<file path="src/rtl/instr_fetch_pkg.sv">
`default_nettype none
// ============================================================================
// Package  : instr_fetch_pkg
// Brief    : Shared state encoding and constants for the instruction-fetch stage.
// Revision : 1.0
// ============================================================================
package instr_fetch_pkg;

  typedef enum logic [2:0] {
    IDLE  = 3'd0,
    REQ   = 3'd1,
    WAIT  = 3'd2,
    VALID = 3'd3,
    ERR   = 3'd4
  } fetch_state_t;

  // addi x0,x0,0
  localparam logic [31:0] NOP_INSTR       = 32'h0000_0013;
  localparam logic [1:0]  WORD_ALIGN_MASK = 2'b11;

  function automatic logic is_word_aligned(input logic [1:0] addr_lsbs);
    return (addr_lsbs & WORD_ALIGN_MASK) == 2'b00;
  endfunction

endpackage
`default_nettype wire

</file>
<file path="src/rtl/instr_fetch_timer.sv">
`default_nettype none
// ============================================================================
// Module   : instr_fetch_timer
// Brief    : Saturating bus-wait counter; expires on the last allowed wait cycle.
// Revision : 1.0
// ============================================================================
module instr_fetch_timer #(
  parameter int TIMEOUT_CYCLES = 16
) (
  input  logic clk,
  input  logic clr,
  input  logic i_clear,
  input  logic i_enable,
  output logic o_expired
);

  localparam int TW = (TIMEOUT_CYCLES > 0) ? $clog2(TIMEOUT_CYCLES + 1) : 1;
  localparam logic [TW-1:0] c_MAX = '1;

  logic [TW-1:0] r_count;

  always_ff @(posedge clk or negedge clr) begin
    if (!clr) begin
      r_count <= '0;
    end else if (i_clear) begin
      r_count <= '0;
    end else if (i_enable && (r_count != c_MAX)) begin
      r_count <= r_count + TW'(1);
    end
  end

  generate
    if (TIMEOUT_CYCLES == 0) begin : g_disabled
      assign o_expired = 1'b0;
    end else begin : g_enabled
      localparam logic [TW-1:0] c_LAST = TW'(TIMEOUT_CYCLES - 1);
      assign o_expired = (r_count == c_LAST);
    end
  endgenerate

endmodule
`default_nettype wire

</file>
<file path="src/rtl/instr_fetch.sv">
`default_nettype none
// ============================================================================
// Module   : instr_fetch
// Brief    : PC-driven instruction fetch with req/ack memory bus and valid/ready
//            hand-off to decode; advances the PC only on consumed instructions.
// Revision : 1.0
// ============================================================================
module instr_fetch #(
  parameter int          TIMEOUT_CYCLES = 16,
  parameter logic [31:0] NOP_INSTR      = instr_fetch_pkg::NOP_INSTR
) (
  input  logic        clk,
  input  logic        clr,
  input  logic        fetch_en,
  input  logic [31:0] pc_val,
  input  logic        flush,
  input  logic [31:0] mem_rdata,
  input  logic        mem_ack,
  output logic        mem_req,
  output logic [31:0] mem_addr,
  output logic [31:0] instr,
  output logic [31:0] instr_pc,
  output logic        instr_valid,
  input  logic        instr_ready,
  output logic        pc_inc,
  output logic        pc_hold,
  output logic        misalign_err,
  output logic        bus_err
);

  import instr_fetch_pkg::*;

  fetch_state_t r_state;
  logic [31:0]  r_addr;
  logic [31:0]  r_instr;
  logic [31:0]  r_instr_pc;
  logic         r_flush_pending;
  logic         r_misalign_err;
  logic         r_bus_err;

  logic w_timer_clear;
  logic w_timer_en;
  logic w_timeout;
  logic w_drop;
  logic w_accept;

  assign w_timer_clear = (r_state == REQ);
  assign w_timer_en    = (r_state == WAIT) && !mem_ack;
  // A redirect seen anywhere in the bus cycle, including the ack cycle, voids its data.
  assign w_drop        = flush || r_flush_pending;
  assign w_accept      = (r_state == VALID) && instr_ready && !flush;

  instr_fetch_timer #(
    .TIMEOUT_CYCLES (TIMEOUT_CYCLES)
  ) u_timer (
    .clk       (clk),
    .clr       (clr),
    .i_clear   (w_timer_clear),
    .i_enable  (w_timer_en),
    .o_expired (w_timeout)
  );

  always_ff @(posedge clk or negedge clr) begin
    if (!clr) begin
      r_state         <= IDLE;
      r_addr          <= '0;
      r_instr         <= NOP_INSTR;
      r_instr_pc      <= '0;
      r_flush_pending <= 1'b0;
      r_misalign_err  <= 1'b0;
      r_bus_err       <= 1'b0;
    end else begin
      case (r_state)
        IDLE: begin
          if (fetch_en) begin
            r_state <= REQ;
          end
        end
        REQ: begin
          if (!is_word_aligned(pc_val[1:0])) begin
            r_misalign_err <= 1'b1;
            r_state        <= ERR;
          end else begin
            r_addr          <= pc_val;
            r_flush_pending <= 1'b0;
            r_state         <= WAIT;
          end
        end
        WAIT: begin
          if (mem_ack) begin
            r_flush_pending <= 1'b0;
            if (w_drop) begin
              r_state <= REQ;
            end else begin
              r_instr    <= mem_rdata;
              r_instr_pc <= r_addr;
              r_state    <= VALID;
            end
          end else if (w_timeout) begin
            r_bus_err <= 1'b1;
            r_state   <= ERR;
          end else if (flush) begin
            r_flush_pending <= 1'b1;
          end
        end
        VALID: begin
          if (flush) begin
            r_state <= REQ;
          end else if (instr_ready) begin
            r_state <= fetch_en ? REQ : IDLE;
          end
        end
        ERR: begin
          r_state <= ERR;
        end
        default: begin
          r_state <= ERR;
        end
      endcase
    end
  end

  assign mem_req      = (r_state == WAIT);
  assign mem_addr     = r_addr;
  assign instr        = r_instr;
  assign instr_pc     = r_instr_pc;
  assign instr_valid  = (r_state == VALID);
  assign pc_inc       = w_accept;
  assign pc_hold      = ~w_accept;
  assign misalign_err = r_misalign_err;
  assign bus_err      = r_bus_err;

endmodule
`default_nettype wire

</file>
<file path="config.mk">
export PLATFORM = sky130hd
export DESIGN_NAME = instr_fetch
export DESIGN_NICKNAME = d
export VERILOG_FILES = /design/src/rtl/instr_fetch_pkg.sv /design/src/rtl/instr_fetch_timer.sv /design/src/rtl/instr_fetch.sv
export SDC_FILE = /design/constraint.sdc
export NUM_CORES = 1
export LEC_CHECK = 0
export BUFFER_PORTS_ARGS = -buffer_cell sky130_fd_sc_hd__buf_2
export CAP_MARGIN = 20
export CORE_ASPECT_RATIO = 0.6
export CORE_UTILIZATION = 50
export DETAILED_ROUTE_END_ITERATION = 10
export HOLD_SLACK_MARGIN = 0.02
export PLACE_DENSITY = 0.83
export SLEW_MARGIN = 10
export SYNTH_ARGS = -nofsm -noshare
export SYNTH_HDL_FRONTEND = slang
export SYNTH_SLANG_ARGS = --single-unit
</file>
<file path="constraint.sdc">
create_clock -name clk -period 3.4 [get_ports clk]
set_input_delay 0.68 -clock clk [delete_from_list [all_inputs] [get_ports clk]]
set_output_delay 0.68 -clock clk [all_outputs]
set_load 0.005 [all_outputs]
</file>
==> results of run 1 <==
-- metrics by stage --
stage / util / total power [mW]
2_1_floorplan: - / 1.50
3_3_place_gp: 0.646 / 1.62
3_5_place_dp: 0.646 / 1.64
4_1_cts: 0.686 / 2.74
5_1_grt: 0.686 / 2.82
6_report: 0.686 / 2.71
-- power groups by stage --
stage	combinational, mW	clock [mW]	sequential [mW]
finish	0.213	1.10	1.40
global route	0.245	1.17	1.41
CTS	0.219	1.12	1.40
detailed placement	0.217	0	1.42
global placement	0.208	0	1.42
floorplan	0.0841	0	1.41
-- layout make-up --
class | count | area, µm²
multi-input cells | 140 | 1390
well taps | 108 | 135
clock buffers | 10 | 229
clock inverters | 6 | 90.1
fillers | 596 | 2510
inverters | 7 | 26.3
repair buffers | 176 | 921
flip-flops and latches | 107 | 2680
-- metal layers --
layer	global-route usage	vias to the layer above
met5	0	-
met4	0.0708	0
met3	0.0719	7
met2	0.348	116
met1	0.261	1344
li1	-	1288
-- worst reg2reg max path, cell delays in order (launching register included) --
cell,delay [ns]
dfrtp_1,0.46
or3b_1,0.55
nor3_4,0.66
buf_12,0.25
mux2_2,0.36
-- kinds of logic (layout without fill, tap and decap cells) --
| kind of cell | count (synthesis) | count (layout) | synth area share |
|---|---|---|---|
| and+or+nand+nor | 29 | 29 | 0.0428 |
| DFF | 107 | 107 | 0.642 |
| muxes | 98 | 98 | 0.263 |
| adders and majority gates | 3 | 3 | 0.00899 |
| buffers and inverters | 19 | 199 | 0.0264 |
| AOI/OAI and AO/OA | 10 | 10 | 0.0171 |
-- final timing paths --
kind / from / to / depth (start not counted)
hold reg to reg: u_timer.r_count[3] / u_timer.r_count[3] / 1
setup reg to reg: r_state[1] / mem_addr[13] / 4
max in group asynchronous: clr / mem_addr[4] / 2
hold / removal: clr / r_state[0] / 1
min in group clk: u_timer.r_count[3] / u_timer.r_count[3] / 1
setup / recovery: r_state[1] / mem_addr[13] / 4
-- sequential cells by signal (all words and copies together), names as in the netlist --
register / flops
misalign_err: 1
bus_err: 1
instr: 32
mem_addr: 32
instr_pc: 32
r_state: 3
r_flush_pending: 1
u_timer.r_count: 5
-- Yosys cell counts (2+ instances only) --
cell | instances | area share
nand2b_1 | 2 | 0.0030
nor3b_1 | 3 | 0.0054
buf_2 | 7 | 0.0084
and2_1 | 2 | 0.0030
buf_6 | 4 | 0.011
nor2_1 | 3 | 0.0027
o21bai_1 | 2 | 0.0036
or3_1 | 2 | 0.0030
ha_1 | 3 | 0.0090
mux2i_1 | 4 | 0.0096
and3_1 | 2 | 0.0030
dfrtp_1 | 104 | 0.62
nor3_1 | 2 | 0.0024
nand2_1 | 6 | 0.0054
a21oi_1 | 2 | 0.0024
mux2_2 | 90 | 0.24
inv_1 | 7 | 0.0063
mux2_1 | 4 | 0.011
dfstp_2 | 3 | 0.019
==> impl_metrics.yaml, run 1 <==
sta:
  rsz0062_at_grt: "no"
  fmax_mhz: 417
  slew_headroom: 0.476
  fin_ws_ns: 1.00
  hold_violations: 0
  worstMarginPinSlew_ns: 0.784
  setup_viol: 0
  final.setup_skew_ns: 0.00789
  whs_ns: 0.384
  fin_setup_tns_ns: 0
  min_period_ns: 2.40
  drv_slew: 0
  fin_crit_sh: 0.706
pwr:
  p_leak_nw: 3.09
  p_sw_mw: 0.603
  sequentialPowerShare: 0.516
  power.density_nw_per_um2: 495
  vdd_drop_max_mv: 0.406
  combPwrFrac: 0.079
  p_int_mw: 2.10
  switching_share: 0.223
  clkPwrFrac: 0.405
grt:
  grt_pass1_vias: 2817
  grt_first_pass_wirelength_um: 13900
  overflow: 0
  antenna_found_initial: 0
  grt_max_degree: 58
  track_usage: 0.210
route:
  dr_wl_met3_um: 726
  drt_wl_total_um: 8690
  ant_nets: 0
  route.met2.wl_um: 4120
  dr.first_iter.drc_count: 45
  avgViaCountPerCell: 4.97
  m1WireLength_um: 3750
  dr.max_layer_used: "met4"
  vias: 2755
  wl_per_cell_um: 15.7
  drc: 0
  firstDrtPassIters: 4
critical_path:
  cp_slowest_cell: "nor3_4"
  path_cells: "or3b_1 > nor3_4 > buf_12 > mux2_2"
  arrival_ns: 2.62
  crit_buf_inv: 1
  critPathKind: "register to register"
  cpPeakStageDelay_ns: 0.65
  start_kind: "register"
  crit_fanout: 18
  ff2ff_setup_slack_ns: 1.00
  worstPathRequired_ns: 3.62
  end_kind: "register"
  cpLargestDelayFamily: "simple AND/OR/NAND/NOR gates"
synthesis:
  synth_fp_nets: 339
  ys_seq_elements: 107
  post_synth_num_cell_types: 33
  ys.flop_type: "dfrtp_1"
  synth_cells: 266
  seq_area_frac_synth: 0.642
  synth-async-reset-ratio: 1.00
  syn_area_per_cell_um2: 15.7
  syn_area_um2: 4180
  yosysWarningCount: 0
  synth-edff-count: 0
place:
  place_inst: 538
  gp_congestion: 0.808
  placed_cell_area_um2: 5150
  pre_cts_ws_ns: 0.927
  hpwl_um: 6310
  port_buffers: 171
cells_and_area:
  antenna_cells: 0
  nNetsFinal: 514
  fin_area_um2: 5470
  instances_no_fill: 554
  synthToLayoutAreaGrowth_pct: 30.9
  mostFrequentLayoutCell: "buf_2"
  drive_gt1_frac: 0.641
  final_cell_mix: "buf_2, dfrtp_1, mux2_2"
clocking:
  cts_buffers: 9
  clockBufferDepth: 2
  cts_resized: 0
  cts_tree: "built"
  clock_latency_ns: 0.34
  postCtsSetupBuffers: 0
  cts-root-buf: "clkbuf_16"
  cts_sinks: 107
  clkSlewWorstSetupHoldPaths_ns: 0.07
  htree_levels: 3
  ctsHoldBuffers: 0
die:
  chipHeight_um: 72.8
  die_area_um2: 8740
  io_pins: 172
  die_width_um: 120
  core_um2: 7980
  rows: 25
  initial_core_util: 0.524
flow_run:
  drv_cap: 0
status:
  outcome: "finished clean"
min_path:
  hp-class: "input pin to asynchronous set/reset pin"
(Power assumes the default switching activity.)
==> inputs of run 2 (changes only) <==
- ABC_AREA: not set -> 1
- CORE_UTILIZATION: 50 -> 43
- PLACE_DENSITY: 0.83 -> 0.75
- clock period: 3.4 -> 2.2 ns (I/O delays scaled with it)
==> impl_metrics.yaml, run 2 <==
status:
  outcome: "finished clean"
die:
  die_area_um2: 10300
  chipHeight_um: 79.1
  die_width_um: 130
  core_um2: 9390
  io_pins: 172
  initial_core_util: 0.453
  rows: 27
critical_path:
  r2r-start: "r_state[0]"
  crit_fanout: 4
  reg2regPathDepth: 6
  r2r_end: "instr_pc[5]"
  start_kind: "register"
  ff2ff_setup_slack_ns: 0.55
  arrival_ns: 1.45
  end_kind: "output port"
  critPathKind: "register to output port"
  worstPathRequired_ns: 1.76
clocking:
  clkSlewWorstSetupHoldPaths_ns: 0.07
  cts-root-buf: "clkbuf_16"
  cts_sinks: 107
  cts_tree: "built"
  htree_levels: 3
  clockBufferDepth: 2
  postCtsSetupBuffers: 0
  ctsHoldBuffers: 0
  cts_buffers: 9
  clock_latency_ns: 0.34
  cts_resized: 0
synthesis:
  synth_top_area_share: 0.611
  post_synth_num_cell_types: 22
  synth_cells: 488
  syn_area_per_cell_um2: 8.73
  synth_common_cells: "nand2_1, dfrtp_1, inv_1, buf_2, nor2_1"
  synth.area.top_cells: "dfrtp_1, nand2_1, dfstp_2"
  syn_area_um2: 4260
  seq_area_frac_synth: 0.630
  synth_fp_nets: 561
  ys.flop_type: "dfrtp_1"
  synth-edff-count: 0
  yosysWarningCount: 0
  yosys.cell_count.top_type: "nand2_1"
  synth_area_leader_cell: "dfrtp_1"
  synth-async-reset-ratio: 1.00
  ys_seq_elements: 107
cells_and_area:
  final_cell_mix: "nand2_1, buf_2, dfrtp_1"
  drive_gt1_frac: 0.308
  final_core_util: 0.592
  synthToLayoutAreaGrowth_pct: 30.5
  mostFrequentLayoutCell: "nand2_1"
  instances_no_fill: 795
  antenna_cells: 0
  fin_area_um2: 5560
  nNetsFinal: 733
  filler_cell_count: 868
place:
  port_buffers: 171
  hpwl_um: 7170
  placed_cell_area_um2: 5260
  gp_congestion: 0.780
  place_inst: 778
  pre_cts_ws_ns: 0.259
sta:
  fmax_mhz: 530
  hold_violations: 0
  min_period_ns: 1.89
  setup_viol: 0
  fin_ws_ns: 0.313
  fin_setup_tns_ns: 0
  drv_slew: 0
  worstMarginPinSlew_ns: 0.654
  slew_headroom: 0.564
  final.setup_skew_ns: 0.00585
  fin_crit_sh: 0.858
  rsz0062_at_grt: "no"
route:
  avgViaCountPerCell: 4.64
  wl_per_cell_um: 12.8
  dr.first_iter.drc_count: 190
  firstDrtPassIters: 4
  drt_wl_total_um: 10200
  vias: 3688
  ant_nets: 0
  drc: 0
grt:
  grt_max_degree: 67
  track_usage: 0.209
  overflow: 0
  grt_first_pass_wirelength_um: 16400
  antenna_found_initial: 0
  grt_pass1_vias: 3391
flow_run:
  drv_cap: 0
pwr:
  vdd_drop_max_mv: 0.534
  p_leak_nw: 3.44
  power.density_nw_per_um2: 1110
min_path:
  hp-class: "input pin to asynchronous set/reset pin"
## run 2: cell types whose count changed after synthesis, moves of 5 or more
cell,previous run,this run
buf_2,7,13
inv_1,7,19
mux2_2,90,0
nand2_1,6,298
nand3_1,1,9
nor2_1,3,11
o21ai_0,1,6
## run 2: worst max-delay path by stage
| stage | startpoint | slack [ns] | depth (start not counted) | endpoint |
|---|---|---|---|---|
| 3_5_place_dp | flush | 0.26 | 5 | r_state[1] |
| 4_1_cts | r_state[1] | 0.30 | 6 | pc_hold |
| 3_3_place_gp | flush | 0.33 | 5 | r_state[1] |
| 5_1_grt | r_state[0] | 0.19 | 6 | pc_hold |
| 2_1_floorplan | r_state[1] | 0.76 | 5 | pc_hold |
| 6_report | r_state[1] | 0.31 | 6 | pc_hold |
## run 2: where the power goes
part           switching [mW]  total (mW)  leakage [nW]  internal [mW]
sequential              0.413        3.02          1.40           2.61
clock                   0.695        1.50         0.136          0.803
combinational           0.875        1.63          1.90          0.754
## run 2: layout make-up
class | count | area, µm² | area share
multi-input cells | 341 | 1400 | 0.252
inverters | 21 | 78.8 | 0.0142
clock buffers | 11 | 243 | 0.0437
repair buffers | 180 | 951 | 0.171
clock inverters | 5 | 38.8 | 0.00698
well taps | 130 | 163 | 0.0293
flip-flops and latches | 107 | 2680 | 0.482
## run 2: logic make-up after synthesis
| logic type | after synthesis | synth area share |
|---|---|---|
| DFF | 107 | 0.630 |
| buffers and inverters | 40 | 0.0408 |
| AOI/OAI and AO/OA | 7 | 0.00823 |
| adders and majority gates | 3 | 0.00882 |
| and+or+nand+nor | 329 | 0.308 |
| xor gates and xnor gates | 2 | 0.00411 |
## run 2: worst max-delay path: stages (launching register included)
cell and delay (ns):
dfrtp_1 0.43, nand2_1 0.07, nor2_1 0.17, inv_1 0.08
nor3_1 0.18, inv_1 0.05, buf_2 0.12
## run 2: through the flow
| stage | total power [mW] | hold slack (ns) |
|---|---|---|
| 6_report | 6.15 | 0.0626 |
| 3_5_place_dp | 4.70 | 0.450 |
| 2_1_floorplan | 3.77 | 0.144 |
| 3_3_place_gp | 4.62 | 0.444 |
| 5_1_grt | 6.63 | 0.0855 |
| 4_1_cts | 6.23 | 0.0732 |
## run 2: layer usage
layer / GRT usage / wire length (µm)
met1: 0.269 / 4520
met4: 0.0575 / 126
met5: 0 / 0
met3: 0.0748 / 885
met2: 0.334 / 4680
